--- src/rtl/mips_mc_pkg.sv ---
// mips_mc_pkg: shared definitions for the multicycle MIPS core.
//   - opcode / funct encodings of the supported instruction subset
//   - FSM state enumeration
//   - 3-bit ALU control encoding and funct-to-ALU helpers
package mips_mc_pkg;

  localparam logic [5:0] OP_RTYPE = 6'h00;
  localparam logic [5:0] OP_J     = 6'h02;
  localparam logic [5:0] OP_BEQ   = 6'h04;
  localparam logic [5:0] OP_BNE   = 6'h05;
  localparam logic [5:0] OP_ADDI  = 6'h08;
  localparam logic [5:0] OP_ANDI  = 6'h0C;
  localparam logic [5:0] OP_LW    = 6'h23;
  localparam logic [5:0] OP_SW    = 6'h2B;

  localparam logic [5:0] FN_ADD = 6'h20;
  localparam logic [5:0] FN_SUB = 6'h22;
  localparam logic [5:0] FN_AND = 6'h24;
  localparam logic [5:0] FN_OR  = 6'h25;
  localparam logic [5:0] FN_SLT = 6'h2A;

  localparam logic [2:0] ALU_AND = 3'b000;
  localparam logic [2:0] ALU_OR  = 3'b001;
  localparam logic [2:0] ALU_ADD = 3'b010;
  localparam logic [2:0] ALU_SUB = 3'b110;
  localparam logic [2:0] ALU_SLT = 3'b111;

  typedef enum logic [3:0] {
    S_FETCH,
    S_DECODE,
    S_MEMADR,
    S_MEMRD,
    S_MEMWB,
    S_MEMWR,
    S_EXEC,
    S_ALUWB,
    S_IEXEC,
    S_IWB,
    S_BRANCH,
    S_JUMP,
    S_TRAP
  } state_t;

  // True for the R-type funct codes the core implements.
  function automatic logic funct_ok(input logic [5:0] fn);
    return (fn == FN_ADD) || (fn == FN_SUB) || (fn == FN_AND) ||
           (fn == FN_OR)  || (fn == FN_SLT);
  endfunction

  function automatic logic [2:0] funct_to_alu(input logic [5:0] fn);
    case (fn)
      FN_SUB:  return ALU_SUB;
      FN_AND:  return ALU_AND;
      FN_OR:   return ALU_OR;
      FN_SLT:  return ALU_SLT;
      default: return ALU_ADD;
    endcase
  endfunction

endpackage

--- src/rtl/mips_mc_regfile.sv ---
// mips_mc_regfile: 32 x 32-bit register file.
//   clk      : write clock
//   ra1/rd1  : asynchronous read port 1
//   ra2/rd2  : asynchronous read port 2
//   we/wa/wd : synchronous write port
// Register $0 always reads zero and ignores writes. Contents are not reset.
module mips_mc_regfile (
  input  logic        clk,
  input  logic [4:0]  ra1,
  input  logic [4:0]  ra2,
  output logic [31:0] rd1,
  output logic [31:0] rd2,
  input  logic        we,
  input  logic [4:0]  wa,
  input  logic [31:0] wd
);

  logic [31:0] regs [0:31];

  always_ff @(posedge clk) begin
    if (we && (wa != 5'd0)) regs[wa] <= wd;
  end

  assign rd1 = (ra1 == 5'd0) ? 32'd0 : regs[ra1];
  assign rd2 = (ra2 == 5'd0) ? 32'd0 : regs[ra2];

endmodule

--- src/rtl/mips_mc_core.sv ---
// mips_mc_core: multicycle MIPS core (control FSM + datapath) with a
// req/ready handshake to a unified variable-latency memory.
//   clk, rst            : clock, asynchronous active-high reset
//   mem_req/we/addr/wdata : memory request (held stable until mem_ready)
//   mem_rdata/mem_ready : memory response
//   pc_o                : architectural PC
//   retire              : one-cycle pulse per completed instruction
//   illegal             : sticky undefined-instruction flag
// Optional build macro MC_PERF_CNT_EN adds cycle_cnt and instret_cnt outputs.
module mips_mc_core
  import mips_mc_pkg::*;
#(
  parameter logic [31:0] RESET_PC = 32'h0000_0000,
  parameter logic [31:0] TRAP_PC  = 32'h0000_0180
) (
  input  logic        clk,
  input  logic        rst,
  output logic        mem_req,
  output logic        mem_we,
  output logic [31:0] mem_addr,
  output logic [31:0] mem_wdata,
  input  logic [31:0] mem_rdata,
  input  logic        mem_ready,
  output logic [31:0] pc_o,
  output logic        retire,
  output logic        illegal
`ifdef MC_PERF_CNT_EN
  ,
  output logic [31:0] cycle_cnt,
  output logic [31:0] instret_cnt
`endif
);

  state_t      state, state_nxt;
  logic [31:0] pc, ir, mdr, a_reg, b_reg, alu_out;

  logic [5:0]  opcode, funct;
  logic [4:0]  rs, rt, rd;
  logic [31:0] sext, zext;

  logic [31:0] rf_rd1, rf_rd2, rf_wd;
  logic [4:0]  rf_wa;
  logic        rf_we_raw, req_raw, retire_raw;

  logic [2:0]         alu_ctl;
  logic [31:0]        alu_a, alu_b, alu_y;
  logic signed [31:0] alu_a_s, alu_b_s;
  logic               alu_zero;

  assign opcode = ir[31:26];
  assign rs     = ir[25:21];
  assign rt     = ir[20:16];
  assign rd     = ir[15:11];
  assign funct  = ir[5:0];
  assign sext   = {{16{ir[15]}}, ir[15:0]};
  assign zext   = {16'd0, ir[15:0]};

  // Reset forces the request and retire strobes low immediately, even though
  // the reset state (FETCH) would otherwise request memory.
  assign mem_req = req_raw & ~rst;
  assign retire  = retire_raw & ~rst;
  assign pc_o    = pc;

  mips_mc_regfile u_rf (
    .clk (clk),
    .ra1 (rs),
    .ra2 (rt),
    .rd1 (rf_rd1),
    .rd2 (rf_rd2),
    .we  (rf_we_raw & ~rst),
    .wa  (rf_wa),
    .wd  (rf_wd)
  );

  assign alu_a_s = alu_a;
  assign alu_b_s = alu_b;

  always_comb begin
    case (alu_ctl)
      ALU_AND: alu_y = alu_a & alu_b;
      ALU_OR:  alu_y = alu_a | alu_b;
      ALU_SUB: alu_y = alu_a - alu_b;
      ALU_SLT: alu_y = {31'd0, (alu_a_s < alu_b_s)};
      default: alu_y = alu_a + alu_b;
    endcase
  end

  assign alu_zero = (alu_y == 32'd0);

  always_ff @(posedge clk or posedge rst) begin
    if (rst) state <= S_FETCH;
    else     state <= state_nxt;
  end

  always_comb begin
    state_nxt  = state;
    req_raw    = 1'b0;
    mem_we     = 1'b0;
    mem_addr   = pc;
    mem_wdata  = b_reg;
    retire_raw = 1'b0;
    rf_we_raw  = 1'b0;
    rf_wa      = rt;
    rf_wd      = alu_out;
    alu_a      = a_reg;
    alu_b      = b_reg;
    alu_ctl    = ALU_ADD;
    case (state)
      S_FETCH: begin
        req_raw = 1'b1;
        if (mem_ready) state_nxt = S_DECODE;
      end
      S_DECODE: begin
        // pc already points past this instruction: branch target = pc + off*4
        alu_a = pc;
        alu_b = {sext[29:0], 2'b00};
        case (opcode)
          OP_LW, OP_SW:     state_nxt = S_MEMADR;
          OP_RTYPE:         state_nxt = funct_ok(funct) ? S_EXEC : S_TRAP;
          OP_ADDI, OP_ANDI: state_nxt = S_IEXEC;
          OP_BEQ, OP_BNE:   state_nxt = S_BRANCH;
          OP_J:             state_nxt = S_JUMP;
          default:          state_nxt = S_TRAP;
        endcase
      end
      S_MEMADR: begin
        alu_b     = sext;
        state_nxt = (opcode == OP_LW) ? S_MEMRD : S_MEMWR;
      end
      S_MEMRD: begin
        req_raw  = 1'b1;
        mem_addr = alu_out;
        if (mem_ready) state_nxt = S_MEMWB;
      end
      S_MEMWB: begin
        rf_we_raw  = 1'b1;
        rf_wd      = mdr;
        retire_raw = 1'b1;
        state_nxt  = S_FETCH;
      end
      S_MEMWR: begin
        req_raw  = 1'b1;
        mem_we   = 1'b1;
        mem_addr = alu_out;
        if (mem_ready) begin
          retire_raw = 1'b1;
          state_nxt  = S_FETCH;
        end
      end
      S_EXEC: begin
        alu_ctl   = funct_to_alu(funct);
        state_nxt = S_ALUWB;
      end
      S_ALUWB: begin
        rf_we_raw  = 1'b1;
        rf_wa      = rd;
        retire_raw = 1'b1;
        state_nxt  = S_FETCH;
      end
      S_IEXEC: begin
        if (opcode == OP_ANDI) begin
          alu_b   = zext;
          alu_ctl = ALU_AND;
        end else begin
          alu_b   = sext;
        end
        state_nxt = S_IWB;
      end
      S_IWB: begin
        rf_we_raw  = 1'b1;
        retire_raw = 1'b1;
        state_nxt  = S_FETCH;
      end
      S_BRANCH: begin
        alu_ctl    = ALU_SUB;
        retire_raw = 1'b1;
        state_nxt  = S_FETCH;
      end
      S_JUMP: begin
        retire_raw = 1'b1;
        state_nxt  = S_FETCH;
      end
      S_TRAP:  state_nxt = S_FETCH;
      default: state_nxt = S_FETCH;
    endcase
  end

  always_ff @(posedge clk or posedge rst) begin
    if (rst) begin
      pc      <= RESET_PC;
      ir      <= 32'd0;
      mdr     <= 32'd0;
      a_reg   <= 32'd0;
      b_reg   <= 32'd0;
      alu_out <= 32'd0;
      illegal <= 1'b0;
    end else begin
      case (state)
        S_FETCH: begin
          if (mem_ready) begin
            ir <= mem_rdata;
            pc <= pc + 32'd4;
          end
        end
        S_DECODE: begin
          a_reg   <= rf_rd1;
          b_reg   <= rf_rd2;
          alu_out <= alu_y;
        end
        S_MEMADR, S_EXEC, S_IEXEC: alu_out <= alu_y;
        S_MEMRD: begin
          if (mem_ready) mdr <= mem_rdata;
        end
        S_BRANCH: begin
          // alu_out still holds the target computed during DECODE
          if (alu_zero ^ (opcode == OP_BNE)) pc <= alu_out;
        end
        S_JUMP: pc <= {pc[31:28], ir[25:0], 2'b00};
        S_TRAP: begin
          pc      <= TRAP_PC;
          illegal <= 1'b1;
        end
        default: ;
      endcase
    end
  end

`ifdef MC_PERF_CNT_EN
  always_ff @(posedge clk or posedge rst) begin
    if (rst) begin
      cycle_cnt   <= 32'd0;
      instret_cnt <= 32'd0;
    end else begin
      cycle_cnt <= cycle_cnt + 32'd1;
      if (retire) instret_cnt <= instret_cnt + 32'd1;
    end
  end
`endif

endmodule

--- config.mk ---
export PLATFORM = sky130hd
export DESIGN_NAME = mips_mc_core
export DESIGN_NICKNAME = d
export VERILOG_FILES = /design/src/rtl/mips_mc_pkg.sv /design/src/rtl/mips_mc_regfile.sv /design/src/rtl/mips_mc_core.sv
export SDC_FILE = /design/constraint.sdc
export NUM_CORES = 2
export LEC_CHECK = 0
export CELL_PAD_IN_SITES_DETAIL_PLACEMENT = 0
export CELL_PAD_IN_SITES_GLOBAL_PLACEMENT = 1
export CORE_MARGIN = 2
export CORE_UTILIZATION = 48
export CTS_CLUSTER_DIAMETER = 150
export DETAILED_ROUTE_END_ITERATION = 16
export HOLD_SLACK_MARGIN = 0.06
export PLACE_DENSITY = 0.75
export SLEW_MARGIN = 20
export SYNTH_ARGS = -nofsm -noshare
export SYNTH_HDL_FRONTEND = slang
export SYNTH_SLANG_ARGS = --single-unit
export TNS_END_PERCENT = 1
--- constraint.sdc ---
create_clock -name clk -period 7.43 [get_ports clk]
set_input_delay 0.743 -clock clk [delete_from_list [all_inputs] [get_ports clk]]
set_output_delay 0.743 -clock clk [all_outputs]
set_load 0.02 [all_outputs]
==> flow_summary.ini <==
[final_layout]
layout.nets = 4990
top_register = u_rf.regs
area_growth_pct = 13.0
final_util_pct = 54.5
drive_gt1_share_pct = 18.5
largest_reg_flops = 1024

[pwr]
vdd_drop_max_mv = 0.423
p_leak_nw = 24.9
power.density_nw_per_um2 = 508

[drt]
antenna_left = 0
wl_per_cell_um = 33.0
drt_pass1_iterations = 6
wirelength_mm = 222
drc = 0
vias = 45200
drt_iter0_drc = 6057
vias_per_cell = 6.73

[sta]
fin_crit_sh_pct = 91.8
clock-skew-final_ps = 30.3
worst_pin_slew_ps = 1130
setup_violations = 0
hold_violations = 0
tns_ps = 0
rsz0062_at_grt = false
drv_slew = 0
fin_crit_ps = 6820
relSlewSlack_pct = 24.1
clock.fmax_mhz = 147

[setup_path]
crit_required_ps = 8070
cp-end-kind = flop
crit_slowest_cell = a211oi_1
critPathKind = reg2reg
cpLargestDelayFamily = simple AND/OR/NAND/NOR gates
worst-path-buf-inv = 4
critPathMaxStageDelay_ps = 650
cp_max_fo = 31
cp-start-kind = flop
cp.arrival_ps = 7460
path_cells = nand2b_1, nor3_2, buf_4, buf_4, nand2_1, nand2_1, ha_1, a21oi_1, o21ai_0, a22oi_1, nand3_1, a211oi_1, or4_1, and3_1, o21ai_0, or4_1, nor4_2, buf_4, mux2i_4, buf_12, o21ai_0, mux2i_1

[clocking]
cts.sinks = 1221
cts_tree = built
cts_resized = 0
clk_latency_ps = 790
htree_levels = 4
cts_hold_buf = 0
cts.path.max_buffers = 3
cts_setup_buffers = 0
clk_pin_slew_ps = 60
cts-root-buf = clkbuf_16
numCtsBuffers = 136

[global_routing]
gr-usage-all-layers_pct = 32.6
grt-busiest-layer = met2
grt_pass1_vias = 44200
grt_pass1_wl_mm = 316
grt_max_degree = 111
grt_overflow_total = 0
grtUsageMet3_pct = 6.25
use_met2_pct = 51.4
use_met1_pct = 44.6
antenna_found_initial = 5

[place]
hpwl_mm = 137
io_buffers = 134
place.gp.congestion = 0.974

[floorplan]
pin_count = 135
fp.dieW_um = 367
die_area_um2 = 134000
core-area_um2 = 131000
die_y_um = 367
start_util_pct = 48.2
num_rows = 133

[synth]
netlist_instances = 4796
yosys.area.top_type = edfxtp_1
synth_top_area_share_pct = 48.7
yosys_warnings = 0
syn_area_um2 = 63100
synthFlopType = edfxtp_1
synth_area_per_cell_um2 = 13.2
yosys-top-cells-area = edfxtp_1 49%, mux4_2 9.1%, dfrtp_1 7.8%
netlist_top_cells_count = 1,024 x edfxtp_1, 430 x a21oi_1, 402 x mux2i_1, 290 x nand2_1, 276 x o21ai_0
yosysSeqAreaShare_pct = 56.5
synth-edff-count = 1024
synth_most_common_cell = edfxtp_1
synth_cell_types = 82
synth-seq-cells = 1221
async_flop_share_pct = 16.1

[min_path]
min_path_type = reg2reg

[run]
maxCapViolCount = 0

[status]
outcome = finished clean
==> final cells by class <==
type | count | area [µm²]
Sequential cell | 1221 | 35700
Fill cell | 10900 | 59600
Timing Repair Buffer | 251 | 2370
Multi-Input combinational cell | 3135 | 26200
Tap cell | 1755 | 2200
Clock inverter | 68 | 716
Inverter | 111 | 424
Clock buffer | 178 | 3730
Antenna cell | 3 | 7.51
==> routing by layer <==
layer	share of wire, %	up-vias
li1	-	19100
met1	40	23100
met2	47	2640
met3	9.8	478
met4	3.9	0
met5	0	-
==> cell families (layout without fill, tap and decap cells) <==
family	after synthesis	in the layout	synth area share, %
AOI/OAI and AO/OA	1262	1262	12.5
buffers and inverters	471	608	2.86
and+or+nand+nor	802	802	5.68
adders and majority gates	99	99	1.99
other	1	35	0.00594
muxes	914	914	20.1
DFF	1221	1221	56.5
xor gates and xnor gates	26	26	0.361
==> worst register-to-register path: cells and delay by family (launching register included) <==
family,cells,cell delay (ps)
muxes,2,440
adders and majority gates,1,400
buffers and inverters,4,1170
DFF,1,530
and+or+nand+nor,9,2220
AOI/OAI and AO/OA,6,1910
==> cells in the final DEF, fill, tap and decap left out, drive strengths merged, types with 9 or more instances in the layout <==
master / count
nor2: 234
dfrtp: 197
and3: 9
mux4: 256
o31ai: 21
ha: 97
mux2i: 402
nand3: 30
a22oi: 15
a221oi: 15
a221o: 28
o221ai: 135
a211oi: 22
clkbuf: 178
a21oi: 431
inv: 117
nor2b: 20
o21ai: 280
nand2: 290
edfxtp: 1024
nand4: 14
nor4: 13
conb: 32
xnor2: 18
and2: 24
or2: 13
nand2b: 16
clkdlybuf4s50: 134
a31oi: 18
o21a: 26
or3: 9
clkinv: 48
buf: 117
o22ai: 144
mux2: 256
bufinv: 10
nor3: 105
a21o: 12
a22o: 19
o211ai: 25
==> metrics by stage <==
stage	hold slack, ps	total power [W]	cell area [µm²]	setup WS [ps]	instances
after CTS	483	0.0359	71300	749	6719
after floorplan	444	0.0222	63300	1320	4827
after global placement	462	0.0291	66900	844	6473
final	477	0.0362	71300	613	6722
after global routing	500	0.0378	71300	287	6719
after detailed placement	468	0.0291	66900	815	6473
==> worst paths after layout <==
kind                                       startpoint  cells after the start                    end  slack (ps)
worst max-delay path             state[1]$_DFFE_PP0P_                     22    pc_o[1]$_DFFE_PP0P_         610
worst min-delay path            a_reg[30]$_DFFE_PP0P_                      2  a_reg[30]$_DFFE_PP0P_         480
worst max register to register   state[1]$_DFFE_PP0P_                     22    pc_o[1]$_DFFE_PP0P_         610
worst min register to register  a_reg[30]$_DFFE_PP0P_                      2  a_reg[30]$_DFFE_PP0P_         480
max in group asynchronous                         rst                      3     ir[25]$_DFFE_PP0P_        5410
min in group asynchronous                         rst                      2     ir[31]$_DFFE_PP0P_         770
==> power by group <==
group	leakage, nW	internal, W	total, W	switching (W)
Clock	2.17	0.00391	0.00677	0.00287
Combinational	11.1	0.00670	0.0191	0.0124
Sequential	11.6	0.00909	0.0103	0.00122
Total	24.9	0.0197	0.0362	0.0165
Power figures use the tool's default switching activity.
